### src/rtl/fw_interface_arb_pkg.sv
// Shared types and constants for the two-master firmware-interface Wishbone arbiter.
// Optional watchdog build: define FW_INTERFACE_ARB_TIMEOUT_EN.
package fw_interface_arb_pkg;

  typedef enum logic [1:0] {
    ARB_IDLE = 2'b00,
    ARB_GNT0 = 2'b01,
    ARB_GNT1 = 2'b10
  } arb_state_t;

  localparam logic [1:0] GNT_NONE = 2'b00;
  localparam logic [1:0] GNT_M0   = 2'b01;
  localparam logic [1:0] GNT_M1   = 2'b10;

  localparam int FW_ARB_TIMEOUT_MAX = 65535;

  function automatic logic [1:0] state_to_gnt(input arb_state_t st);
    logic [1:0] gnt;
    gnt = GNT_NONE;
    case (st)
      ARB_GNT0: gnt = GNT_M0;
      ARB_GNT1: gnt = GNT_M1;
      default:  gnt = GNT_NONE;
    endcase
    return gnt;
  endfunction

endpackage

### src/rtl/fw_interface_arb_wdog.sv
// Stall watchdog for the arbiter: counts unanswered strobe cycles and flags the
// cycle in which the count reaches TIMEOUT. Built only with FW_INTERFACE_ARB_TIMEOUT_EN.
module fw_interface_arb_wdog
  import fw_interface_arb_pkg::*;
#(
  parameter int TIMEOUT = 255
) (
  input  logic wb_clk_i,
  input  logic wb_rst_n_i,
  input  logic stb,
  input  logic ack,
  input  logic err,
  input  logic gnt_chg,
  output logic hit
);

  localparam int TMO_EFF = (TIMEOUT > FW_ARB_TIMEOUT_MAX) ? FW_ARB_TIMEOUT_MAX :
                           ((TIMEOUT < 1) ? 1 : TIMEOUT);
  localparam int CW = $clog2(TMO_EFF + 1);
  localparam logic [CW-1:0] CNT_TMO = CW'(TMO_EFF);
  localparam logic [CW-1:0] CNT_MAX = '1;

  logic [CW-1:0] cnt;
  logic [CW-1:0] cnt_nxt;

  assign hit = (cnt == CNT_TMO);

  always_comb begin
    cnt_nxt = cnt;
    if (hit || !stb || ack || err || gnt_chg) begin
      cnt_nxt = '0;
    end else if (cnt != CNT_MAX) begin
      cnt_nxt = cnt + CW'(1);
    end
  end

  always_ff @(posedge wb_clk_i or negedge wb_rst_n_i) begin
    if (!wb_rst_n_i) begin
      cnt <= '0;
    end else begin
      cnt <= cnt_nxt;
    end
  end

endmodule

### src/rtl/fw_interface_arb.sv
// Two-master Wishbone arbiter in front of the firmware-test interface slave; a master
// keeps the bus for its whole cyc. Optional watchdog: define FW_INTERFACE_ARB_TIMEOUT_EN.
//
//   state    | meaning
//   ARB_IDLE | no owner, all slave outputs 0
//   ARB_GNT0 | m0 (CPU data bus) owns the slave
//   ARB_GNT1 | m1 (testbench/debug master) owns the slave
module fw_interface_arb
  import fw_interface_arb_pkg::*;
#(
  parameter int TIMEOUT = 255
) (
  input  logic        wb_clk_i,
  input  logic        wb_rst_n_i,

  input  logic [31:0] m0_wb_adr_i,
  input  logic [31:0] m0_wb_dat_i,
  input  logic [3:0]  m0_wb_sel_i,
  input  logic        m0_wb_we_i,
  input  logic [1:0]  m0_wb_bte_i,
  input  logic [2:0]  m0_wb_cti_i,
  input  logic        m0_wb_cyc_i,
  input  logic        m0_wb_stb_i,
  output logic        m0_wb_ack_o,
  output logic        m0_wb_err_o,
  output logic [31:0] m0_wb_dat_o,

  input  logic [31:0] m1_wb_adr_i,
  input  logic [31:0] m1_wb_dat_i,
  input  logic [3:0]  m1_wb_sel_i,
  input  logic        m1_wb_we_i,
  input  logic [1:0]  m1_wb_bte_i,
  input  logic [2:0]  m1_wb_cti_i,
  input  logic        m1_wb_cyc_i,
  input  logic        m1_wb_stb_i,
  output logic        m1_wb_ack_o,
  output logic        m1_wb_err_o,
  output logic [31:0] m1_wb_dat_o,

  output logic [31:0] s_wb_adr_o,
  output logic [31:0] s_wb_dat_o,
  output logic [3:0]  s_wb_sel_o,
  output logic        s_wb_we_o,
  output logic [1:0]  s_wb_bte_o,
  output logic [2:0]  s_wb_cti_o,
  output logic        s_wb_cyc_o,
  output logic        s_wb_stb_o,
  input  logic        s_wb_ack_i,
  input  logic        s_wb_err_i,
  input  logic [31:0] s_wb_dat_i,

  output logic [1:0]  gnt_o
);

  arb_state_t state;
  arb_state_t state_nxt;
  logic       last_m1;
  logic       last_m1_nxt;
  logic       owner_hold;
  logic       sel0;
  logic       sel1;
  logic       owner_stb;
  logic       tmo_hit;

  always_ff @(posedge wb_clk_i or negedge wb_rst_n_i) begin
    if (!wb_rst_n_i) begin
      state   <= ARB_IDLE;
      last_m1 <= 1'b1;
    end else begin
      state   <= state_nxt;
      last_m1 <= last_m1_nxt;
    end
  end

  always_comb begin
    state_nxt   = state;
    last_m1_nxt = last_m1;
    owner_hold  = ((state == ARB_GNT0) && m0_wb_cyc_i) ||
                  ((state == ARB_GNT1) && m1_wb_cyc_i);
    if (!owner_hold) begin
      if (m0_wb_cyc_i && m1_wb_cyc_i) begin
        state_nxt = last_m1 ? ARB_GNT0 : ARB_GNT1;
      end else if (m0_wb_cyc_i) begin
        state_nxt = ARB_GNT0;
      end else if (m1_wb_cyc_i) begin
        state_nxt = ARB_GNT1;
      end else begin
        state_nxt = ARB_IDLE;
      end
    end
    case (state_nxt)
      ARB_GNT0: last_m1_nxt = 1'b0;
      ARB_GNT1: last_m1_nxt = 1'b1;
      default:  last_m1_nxt = last_m1;
    endcase
  end

  assign gnt_o = state_to_gnt(state);
  assign sel0  = (state == ARB_GNT0);
  assign sel1  = (state == ARB_GNT1);

  // AND-OR mux: with no owner every slave-side signal collapses to 0.
  always_comb begin
    s_wb_adr_o = ({32{sel0}} & m0_wb_adr_i) | ({32{sel1}} & m1_wb_adr_i);
    s_wb_dat_o = ({32{sel0}} & m0_wb_dat_i) | ({32{sel1}} & m1_wb_dat_i);
    s_wb_sel_o = ({4{sel0}}  & m0_wb_sel_i) | ({4{sel1}}  & m1_wb_sel_i);
    s_wb_we_o  = (sel0 & m0_wb_we_i)  | (sel1 & m1_wb_we_i);
    s_wb_bte_o = ({2{sel0}}  & m0_wb_bte_i) | ({2{sel1}}  & m1_wb_bte_i);
    s_wb_cti_o = ({3{sel0}}  & m0_wb_cti_i) | ({3{sel1}}  & m1_wb_cti_i);
    s_wb_cyc_o = (sel0 & m0_wb_cyc_i) | (sel1 & m1_wb_cyc_i);
    owner_stb  = (sel0 & m0_wb_stb_i) | (sel1 & m1_wb_stb_i);
    s_wb_stb_o = owner_stb & ~tmo_hit;
  end

  always_comb begin
    m0_wb_ack_o = sel0 & s_wb_ack_i;
    m0_wb_err_o = sel0 & (s_wb_err_i | tmo_hit);
    m0_wb_dat_o = {32{sel0}} & s_wb_dat_i;
    m1_wb_ack_o = sel1 & s_wb_ack_i;
    m1_wb_err_o = sel1 & (s_wb_err_i | tmo_hit);
    m1_wb_dat_o = {32{sel1}} & s_wb_dat_i;
  end

`ifdef FW_INTERFACE_ARB_TIMEOUT_EN
  // The watchdog sees the unforced strobe so the forced-low cycle is not itself a reset cause.
  fw_interface_arb_wdog #(
    .TIMEOUT (TIMEOUT)
  ) u_wdog (
    .wb_clk_i   (wb_clk_i),
    .wb_rst_n_i (wb_rst_n_i),
    .stb        (owner_stb),
    .ack        (s_wb_ack_i),
    .err        (s_wb_err_i),
    .gnt_chg    (state_nxt != state),
    .hit        (tmo_hit)
  );
`else
  localparam int unused_timeout = TIMEOUT;
  assign tmo_hit = 1'b0;
`endif

endmodule

### config.mk
export PLATFORM = sky130hd
export DESIGN_NAME = fw_interface_arb
export DESIGN_NICKNAME = d
export VERILOG_FILES = /design/src/rtl/fw_interface_arb_pkg.sv /design/src/rtl/fw_interface_arb_wdog.sv /design/src/rtl/fw_interface_arb.sv
export SDC_FILE = /design/constraint.sdc
export NUM_CORES = 1
export LEC_CHECK = 0
export BUFFER_PORTS_ARGS = -buffer_cell sky130_fd_sc_hd__buf_2
export CAP_MARGIN = 20
export CORE_AREA = 2 2 129 131
export DETAILED_ROUTE_END_ITERATION = 7
export DIE_AREA = 0 0 131 133
export SLEW_MARGIN = 10
export SYNTH_ARGS = -nofsm -noshare
export SYNTH_HDL_FRONTEND = slang
export SYNTH_SLANG_ARGS = --single-unit
### constraint.sdc
create_clock -name wb_clk_i -period 3 [get_ports wb_clk_i]
set_input_delay 0.6 -clock wb_clk_i [delete_from_list [all_inputs] [get_ports wb_clk_i]]
set_output_delay 0.6 -clock wb_clk_i [all_outputs]
set_load 0.005 [all_outputs]
==> results of run 1 <==
## logic make-up (layout without fill, tap and decap cells)
logic type	count (synthesis)	after routing	synth area share [%]
AOI/OAI and AO/OA	81	81	49.0
adders and majority gates	1	1	0.863
DFF	3	3	5.27
and+or+nand+nor	73	73	32.0
muxes	1	1	0.777
buffers and inverters	25	341	12.2
## final timing paths
kind / to / slack, ns / cells after the start
min in group wb_clk_i: last_m1 / 0.63 / 1
worst max register to register: last_m1 / 1.33 / 4
worst min-delay path: async pin / 0.17 / 1
max in group asynchronous: last_m1 / 2.63 / 1
worst max-delay path: s_wb_adr_o[20] / 0.69 / 4
worst min register to register: last_m1 / 0.63 / 1
## worst max-delay path, stage by stage (launching register included)
cell     delay [ns]
dfrtp_1        0.40
and2b_4        0.38
buf_12         0.25
a22o_1         0.23
buf_2          0.14
## layout make-up
type / count / area, um^2 / area share (%)
Clock buffer: 4 / 78.8 / 2.35
Inverter: 1 / 3.75 / 0.112
Multi-Input combinational cell: 156 / 1200 / 35.9
Sequential cell: 3 / 76.3 / 2.28
Tap cell: 220 / 275 / 8.22
Timing Repair Buffer: 336 / 1710 / 51.2
## cell usage after synthesis
cell type / count / share of area [%]
dfrtp_1: 2 / 3.5
mux2_2: 1 / 0.78
nor2b_1: 1 / 0.43
a22o_1: 76 / 46
buf_6: 7 / 5.4
or2_2: 1 / 0.43
clkbuf_1: 1 / 0.26
nor2b_2: 1 / 0.60
ha_1: 1 / 0.86
o31a_1: 1 / 0.60
o31ai_1: 1 / 0.52
clkbuf_2: 2 / 0.69
buf_2: 10 / 3.5
inv_1: 1 / 0.26
buf_4: 4 / 2.1
dfstp_2: 1 / 1.8
and2_1: 69 / 30
and2b_4: 1 / 0.69
o21ba_2: 1 / 0.69
a221oi_1: 2 / 1.2
## per-layer routing
layer,up-vias,GRT usage (%),part of all wire [%]
met3,0,2.87,13
met2,208,17.0,46
li1,1324,-,-
met5,-,0,0
met1,1268,13.6,41
met4,0,0.355,0
## report_power, final
part	switching [uW]	internal, uW	leakage, uW	total, uW
clock	34.0	175	0.0000382	209
sequential	11.3	55.3	0.0000350	66.6
combinational	428	464	0.00201	892
## metrics by stage
stage          hold WS [ns]  setup slack (ns)  util [%]
2_1_floorplan         0.304              1.33         -
3_3_place_gp          0.400             0.950      20.2
3_5_place_dp          0.400             0.919      20.2
4_1_cts               0.167             0.704      20.7
5_1_grt               0.168             0.608      20.7
6_report              0.169             0.694      20.7
==> results.md, run 1 <==
Final layout:
- After routing the design area is between 3000 and 4000 um^2.
- Cells with a size suffix above 1 make up 69.0% of the layout.
- The area growth from synthesis to final layout is 131%.
- Leaving out filler cells and counting taps, the final layout contains 720.
- The top cell types in the final layout, fill and taps aside, are buf_2 (333), a22o_1 (76), and2_1 (69).
- The leading cell type in the layout, fill and taps excluded is buf_2.
- 0 antenna diodes ended up in the layout.
- In the final design database the tool counted 690 nets.
- After filler insertion, the fill cell instance count of the layout stands at between 1.5k and 2k.

STA:
- The final number of setup-violating endpoints is 0.
- The post-layout minimum cycle time is 2.31 ns.
- The hold violation count in the final report is 0.
- At the pin with the least slew margin, the transition time is between 0.4 and 0.5 ns.
- The clock arrives with about 0.0033 ns of skew.
- The total count of max-transition violations in the final report is 0.
- After routing, the total negative slack on setup checks comes to 0 ns.
- Derived from the worst setup path, the maximum achievable clock frequency is about 0.43 GHz.
- The final clock period utilization by the worst path is between 70% and 80%.
- In this run the tightest slew margin relative to its limit is a little over two thirds.
- Setup repair after global routing left no endpoint under its margin.

Clocking:
- The clock tree from TritonCTS is built.
- Hold repair after CTS inserted 0 buffers.
- The number of buffers created by CTS is 3.
- CTS built an H-tree with a depth of 1.
- The root cell of the clock tree is clkbuf_16.
- Once the clock tree was built, the setup fixing pass inserted 0 buffers.
- The source-to-sink clock delay at the later pin of the worst-skew pair is 0.22 ns.
- The clock-pin slew of the registers on the worst-case setup and hold paths is ~0.03 ns.
- The longest clock path from root to sink contains 2 buffers.
- The tree built by TritonCTS fans out to 3 sinks.
- The number of cells upsized or downsized after cts is 0.

Global routing:
- The number of antenna violations at the first check in global routing is 2.
- The via count of the first global-routing pass came to 2405.
- The maximum number of pins on one net before global-route repair is about 110.
- The first global-routing pass estimated 13.7 mm of wire.
- Summed over all layers, the global routing overflow is 0.
- The total track usage is between 10% and 20%.

Detailed routing:
- For this block, the initial DRC count from the detailed router was ~120.
- The first-pass detailed-route iteration total is 5.
- The via count of the routed design is 2800.
- The routed wirelength normalized by instance count is 15.0 um.
- The number of nets with antenna violations after detailed routing is 0.
- In the routed layout, each cell is associated on average with a via count of 3.89.
- After detailed routing, the number of remaining DRC violations is 0.
- The final layout contains routed wiring with a total length of 10.8 mm.

Setup path:
- Data on the critical path arrives at its endpoint at around 1.7 ns.
- The startpoint kind of the worst setup timing path is a register.
- For the worst setup path, the data required time is ~2.4 ns.
- The worst setup path category is register to output port.
- The kind of capture point of the worst setup path is an output port.
- Of all nets on the critical path, the largest fanout is 63.

Min path:
- The min-delay analysis places its worst path in the category input port to async pin.

Placed design:
- The area of placed instances is 3270 um^2.
- In this run, placement finished with an instance count of 716.
- The last weighted congestion value of the routability-driven placer is approximately 0.86.
- The number of buffers inserted by port buffering is approximately 330.
- The HPWL after detailed placement is 9.00 mm.

Power:
- The static leakage is around 0.0021 uW.
- The power density of the placed cells is 349 nW/um^2.
- The maximum ir drop on the vdd rail is about 0.31 mV.
- The completed layout was analyzed and its total power is 1170 uW.

Synth:
- The count of yosys warnings during synthesis is 0.
- Synthesis produced a netlist whose cell count is roughly 180.
- The synthesized netlist occupies a cell area of 1450 um^2.
- Synthesis inferred 3 register bits.
- Sequential cells were found to cover 5.27% of the synthesized design area.
- Counting distinct cell types in the post-synthesis netlist gives 20.
- Counting every net in the synthesized netlist gives around 370.
- The post-synthesis average cell area is approximately 7.9 um^2.

Floorplanning:
- In this run the horizontal extent of the chip is approximately 130 um.
- In this run the vertical extent of the chip is 133 um.
- The number of core rows is 47.
- The initial standard-cell utilization of the core is ~9.0%.
- The floorplan die area is ~17000 um^2.
- The total area inside the core boundary comes to between 15000 and 20000 um^2.
- For this design the top-level I/O count stands at approximately 330.

Run:
- The max-cap check violation count is 0.

Run status:
- The flow ran to the end, and the final reports show no timing, DRC or antenna violations.
No activity file was read; power rests on OpenSTA's default activity.
==> run 2, diff against run 1 <==
--- a/config.mk
+++ b/config.mk
@@ -5,11 +5,12 @@
 export SDC_FILE = /design/constraint.sdc
 export NUM_CORES = 1
 export LEC_CHECK = 0
+export ABC_AREA = 1
 export BUFFER_PORTS_ARGS = -buffer_cell sky130_fd_sc_hd__buf_2
 export CAP_MARGIN = 20
-export CORE_AREA = 2 2 129 131
+export CORE_AREA = 2 2 130 132
 export DETAILED_ROUTE_END_ITERATION = 7
-export DIE_AREA = 0 0 131 133
+export DIE_AREA = 0 0 132 134
 export SLEW_MARGIN = 10
 export SYNTH_ARGS = -nofsm -noshare
 export SYNTH_HDL_FRONTEND = slang
==> constraint.sdc (replaced) <==
create_clock -name wb_clk_i -period 2.4 [get_ports wb_clk_i]
set_input_delay 0.48 -clock wb_clk_i [delete_from_list [all_inputs] [get_ports wb_clk_i]]
set_output_delay 0.48 -clock wb_clk_i [all_outputs]
set_load 0.005 [all_outputs]
==> results.md, run 2 <==
Detailed routing:
- The routed via count divided by cell count is 3.58.
- The first-pass detailed-route iteration total is 4.
- The routed wire length is between 9 and 10 mm.
- In this run the remaining antenna-violating nets after routing total 0.
- The final route contains 3286 vias.
- The total DRC errors in the routed layout is 0.
- The violation count after the first detailed-route iteration is between 200 and 250.
- The routed wirelength normalized by instance count is 10.6 um.

Placed design:
- Buffers placed on the I/O ports in this run total about 330.
- The minimum setup slack after placement is between 0.6 and 0.7 ns.
- The placed wire-length estimate after detailed placement is about 8.3 mm.
- The last weighted congestion value of the routability-driven placer is around 0.77.

Final layout:
- The top cell types in the final layout, fill and taps aside, are buf_2 (333), nand2_1 (236), nor2_1 (70).
- The ratio of cells with drive above 1 in the final layout is between 40 and 50%.
- The multi-input combinational cells in the finished layout cover a total of roughly 1200 um^2.
- The number of inserted diodes is 0.
- The area growth from synthesis to final layout is 126%.
- The sequential cell area is 76.3 um^2.
- The leading cell type in the layout, fill and taps excluded is buf_2.
- The number of nets in the layout is between 800 and 900.
- The final-layout fill cell count is approximately 1.9k.

Clocking:
- In this run the clock root is driven by a clkbuf_16.
- TritonCTS created 3 clock buffers.
- The clock tree from TritonCTS is built.
- At the later pin of the worst-skew pair, clock insertion delay measures around 0.23 ns.
- The number of buffers on the longest clock path is 2.
- The count of buffers added by post-CTS timing repair for setup is 0.
- In this run the number of H-tree levels came out at 1.
- The number of hold buffers added after CTS was 0.
- The clock net in this run drives a total of 3 sinks.
- After clock tree synthesis, the repair step resized 0 gates.
- Clock-pin slew was measured on the worst setup and hold paths at approximately 0.030 ns.

Power:
- The maximum ir drop on the vdd rail is approximately 0.26 mV.
- The combinational share of power is slightly above 80%.
- Per report_power, the clock group accounts for 14.7% of the total.
- The static leakage is 0.00262 uW.
- Summed over all nets, the switching power comes to 877 uW.
- The switching part of the total is between 40% and 50%.
- The sequential cell fraction of total power is 4.7%.
- The internal portion of total power is about 940 uW.
- The power density of the placed cells is 515 nW/um^2.

Synth:
- Yosys mapped the design onto 18 distinct sky130hd cell types.
- The synthesized net count is 567.
- The dominant register cell in the synthesized netlist is dfrtp_1.
- In this run the biggest area consumer among cell types represents between 50% and 60% of the synthesized area.
- The leading cell type by number of instances after synthesis is nand2_1.
- The biggest area contributor in the post-synthesis netlist is nand2_1.
- After Yosys synthesis, XOR and XNOR cells account for 0% of the synthesized area.
- The adder and majority cell fraction of the synthesized area is 0.801%.
- For this run, the register share of the synthesized area comes to under 10%.
- The synthesized area is around 1600 um^2.
- Summing the areas of all and, or, nand and nor instances in the mapped netlist gives about three quarters of the synthesized area.
- The share of flip-flops with an asynchronous set or reset is 100%.
- The compound-gate portion of the synthesized area is 0.641%.
- Yosys printed 0 warnings.
- In this run, synthesis inferred 0 flip-flops with an integrated enable.
- The count of state elements after synthesis is 3.
- Each instance of the synthesized netlist takes up on average 4.13 um^2.
- Synthesis produced a netlist whose cell count is 378.
- The portion of netlist area occupied by mux cells is 0%.
- In the post-synthesis netlist, the biggest area contributors are nand2_1 (57%), nor2_1 (17%), inv_1 (9.1%).
- By area, the combinational part of the netlist is dominated by simple AND/OR/NAND/NOR gates.
- Sorting the synthesized cells by how often they occur yields nand2_1 (236), nor2_1 (70), inv_1 (38).

Setup path:
- Walking the worst path, the cells encountered are nor2_4 -> buf_12 -> nand2_1 -> nand2_1 -> buf_2.
- The required time at the worst-slack endpoint is about 1.9 ns.
- The largest fanout on the critical path is 69.
- The kind of capture point of the worst setup path is an output port.
- The slowest stage of the critical path is the dfrtp_1 cell.
- For the worst setup path, the data arrival time is between 1 and 1.5 ns.
- The startpoint kind of the worst setup timing path is a register.
- The worst setup path category is register to output port.
- The cell type group with the largest total delay on the critical path is flip-flops.
- The delay contributed by the slowest stage of the critical path is roughly 0.43 ns.
- The setup check on the worst reg-to-reg path leaves a slack of around 0.8 ns.
- The critical path contains buffers and inverters numbering 2 combined.
- By instance count, the cell type seen most on the critical path is nand2_1.

Global routing:
- The number of antenna violations at the first check in global routing is 0.
- The via count of the first global-routing pass is 2914.
- The first global-routing pass estimated 14.0 mm of wire.
- Global routing used approximately 9.7% of the available tracks across all layers.
- Entering global routing, the biggest net connects 70 pins.
- The aggregate global routing overflow is 0.

STA:
- In the finished design, the share of the clock period the worst path needs comes to roughly 82%.
- The hold violation count in the final report was 0.
- Across the routed clock network, the largest skew measured is approximately 0.0048 ns.
- The worst path setup slack after routing is 0.439 ns.
- The total count of max-transition violations in the final report was 0.
- The relative slew slack is between 70 and 80%.
- The measured slew at the worst slew-check pin is 0.380 ns.
- Summed over all failing endpoints, the final setup total negative slack is 0 ns.
- The highest clock frequency the design can meet is between 0.5 and 0.6 GHz.
- The final number of setup-violating endpoints is 0.
- Counting I/O delays and the setup requirement, the final critical path takes about 2 ns.
- Setup repair after global routing left no endpoint under its margin.

Floorplanning:
- The floorplan step set the die height to ~130 um.
- Measured along the x axis, the die boundary spans approximately 130 um.
- The floorplan core area is ~16000 um^2.
- The initial utilization of the core area, before any placement, comes to around a tenth.
- The count of boundary I/O pins is around 330.
- The number of core rows is 47.
- The floorplan die area is about 18000 um^2.

Min path:
- The path category of the worst min-delay check is input port to async pin.

Run status:
- The run finished with clean final reports.

Run:
- The tool flagged a number of max-cap violations equal to 0.
run 2: changes by cell type after synthesis, moves of 4 or more:
cell and change:
a22o_1 -76, inv_1 +37, nand2_1 +236, and2_1 -69, clkbuf_1 +4, nor2_1 +70
run 2: kinds of logic (layout without fill, tap and decap cells):
kind of cell / after synthesis / after routing
AND/OR/NAND/NOR: 310 / 310
adder cells (fa/ha/maj): 1 / 1
buffers and inverters: 62 / 383
flip-flops: 3 / 3
AO/OA/AOI/OAI: 2 / 2
run 2: final timing paths:
kind / startpoint / end / cells after the start
worst max-delay path: register / s_wb_dat_o[20] / 5
worst max register to register: register / last_m1 / 6
min in group wb_clk_i: last_m1 / last_m1 / 2
worst min-delay path: wb_rst_n_i / async pin / 1
worst min register to register: last_m1 / last_m1 / 2
max in group asynchronous: wb_rst_n_i / last_m1 / 1
run 2: power groups by stage:
| stage | combinational [uW] | clock, uW | sequential [uW] |
|---|---|---|---|
| detailed placement | 1490 | 0 | 85.8 |
| global placement | 1490 | 0 | 86.6 |
| CTS | 1490 | 274 | 86.2 |
| floorplan | 739 | 0 | 83.6 |
| finish | 1460 | 266 | 85.7 |
| global route | 1650 | 276 | 88.8 |
run 2: cell type report:
cell class	count	area share, %
clock buffers	4	2.23
inverters	40	4.26
multi-input cells	313	34.0
flip-flops and latches	3	2.16
well taps	220	7.80
repair buffers	339	49.6
run 2: metal layers:
| layer | GRT usage, % | routed length, um |
|---|---|---|
| met5 | 0 | 0 |
| met4 | 0.664 | 0 |
| met3 | 2.72 | 884 |
| met2 | 20.0 | 5290 |
| met1 | 9.92 | 3570 |
run 2: worst register-to-register path, delay by kind of cell (launching register included):
family / cells / cell delay (ns)
AO/OA/AOI/OAI: 1 / 0.18
buffers and inverters: 1 / 0.26
adder cells (fa/ha/maj): 1 / 0.24
flip-flops: 1 / 0.43
AND/OR/NAND/NOR: 3 / 0.41
run 2: metrics by stage:
step	power, uW	utilization, %	area [um^2]	hold WS [ns]	instances
finish	1820	21.7	3530	0.0470	919
global route	2010	21.7	3530	0.0498	919
CTS	1850	21.7	3530	0.0474	919
detailed placement	1570	21.2	3450	0.282	915
global placement	1570	21.2	3450	0.279	915
floorplan	823	-	1560	0.184	378
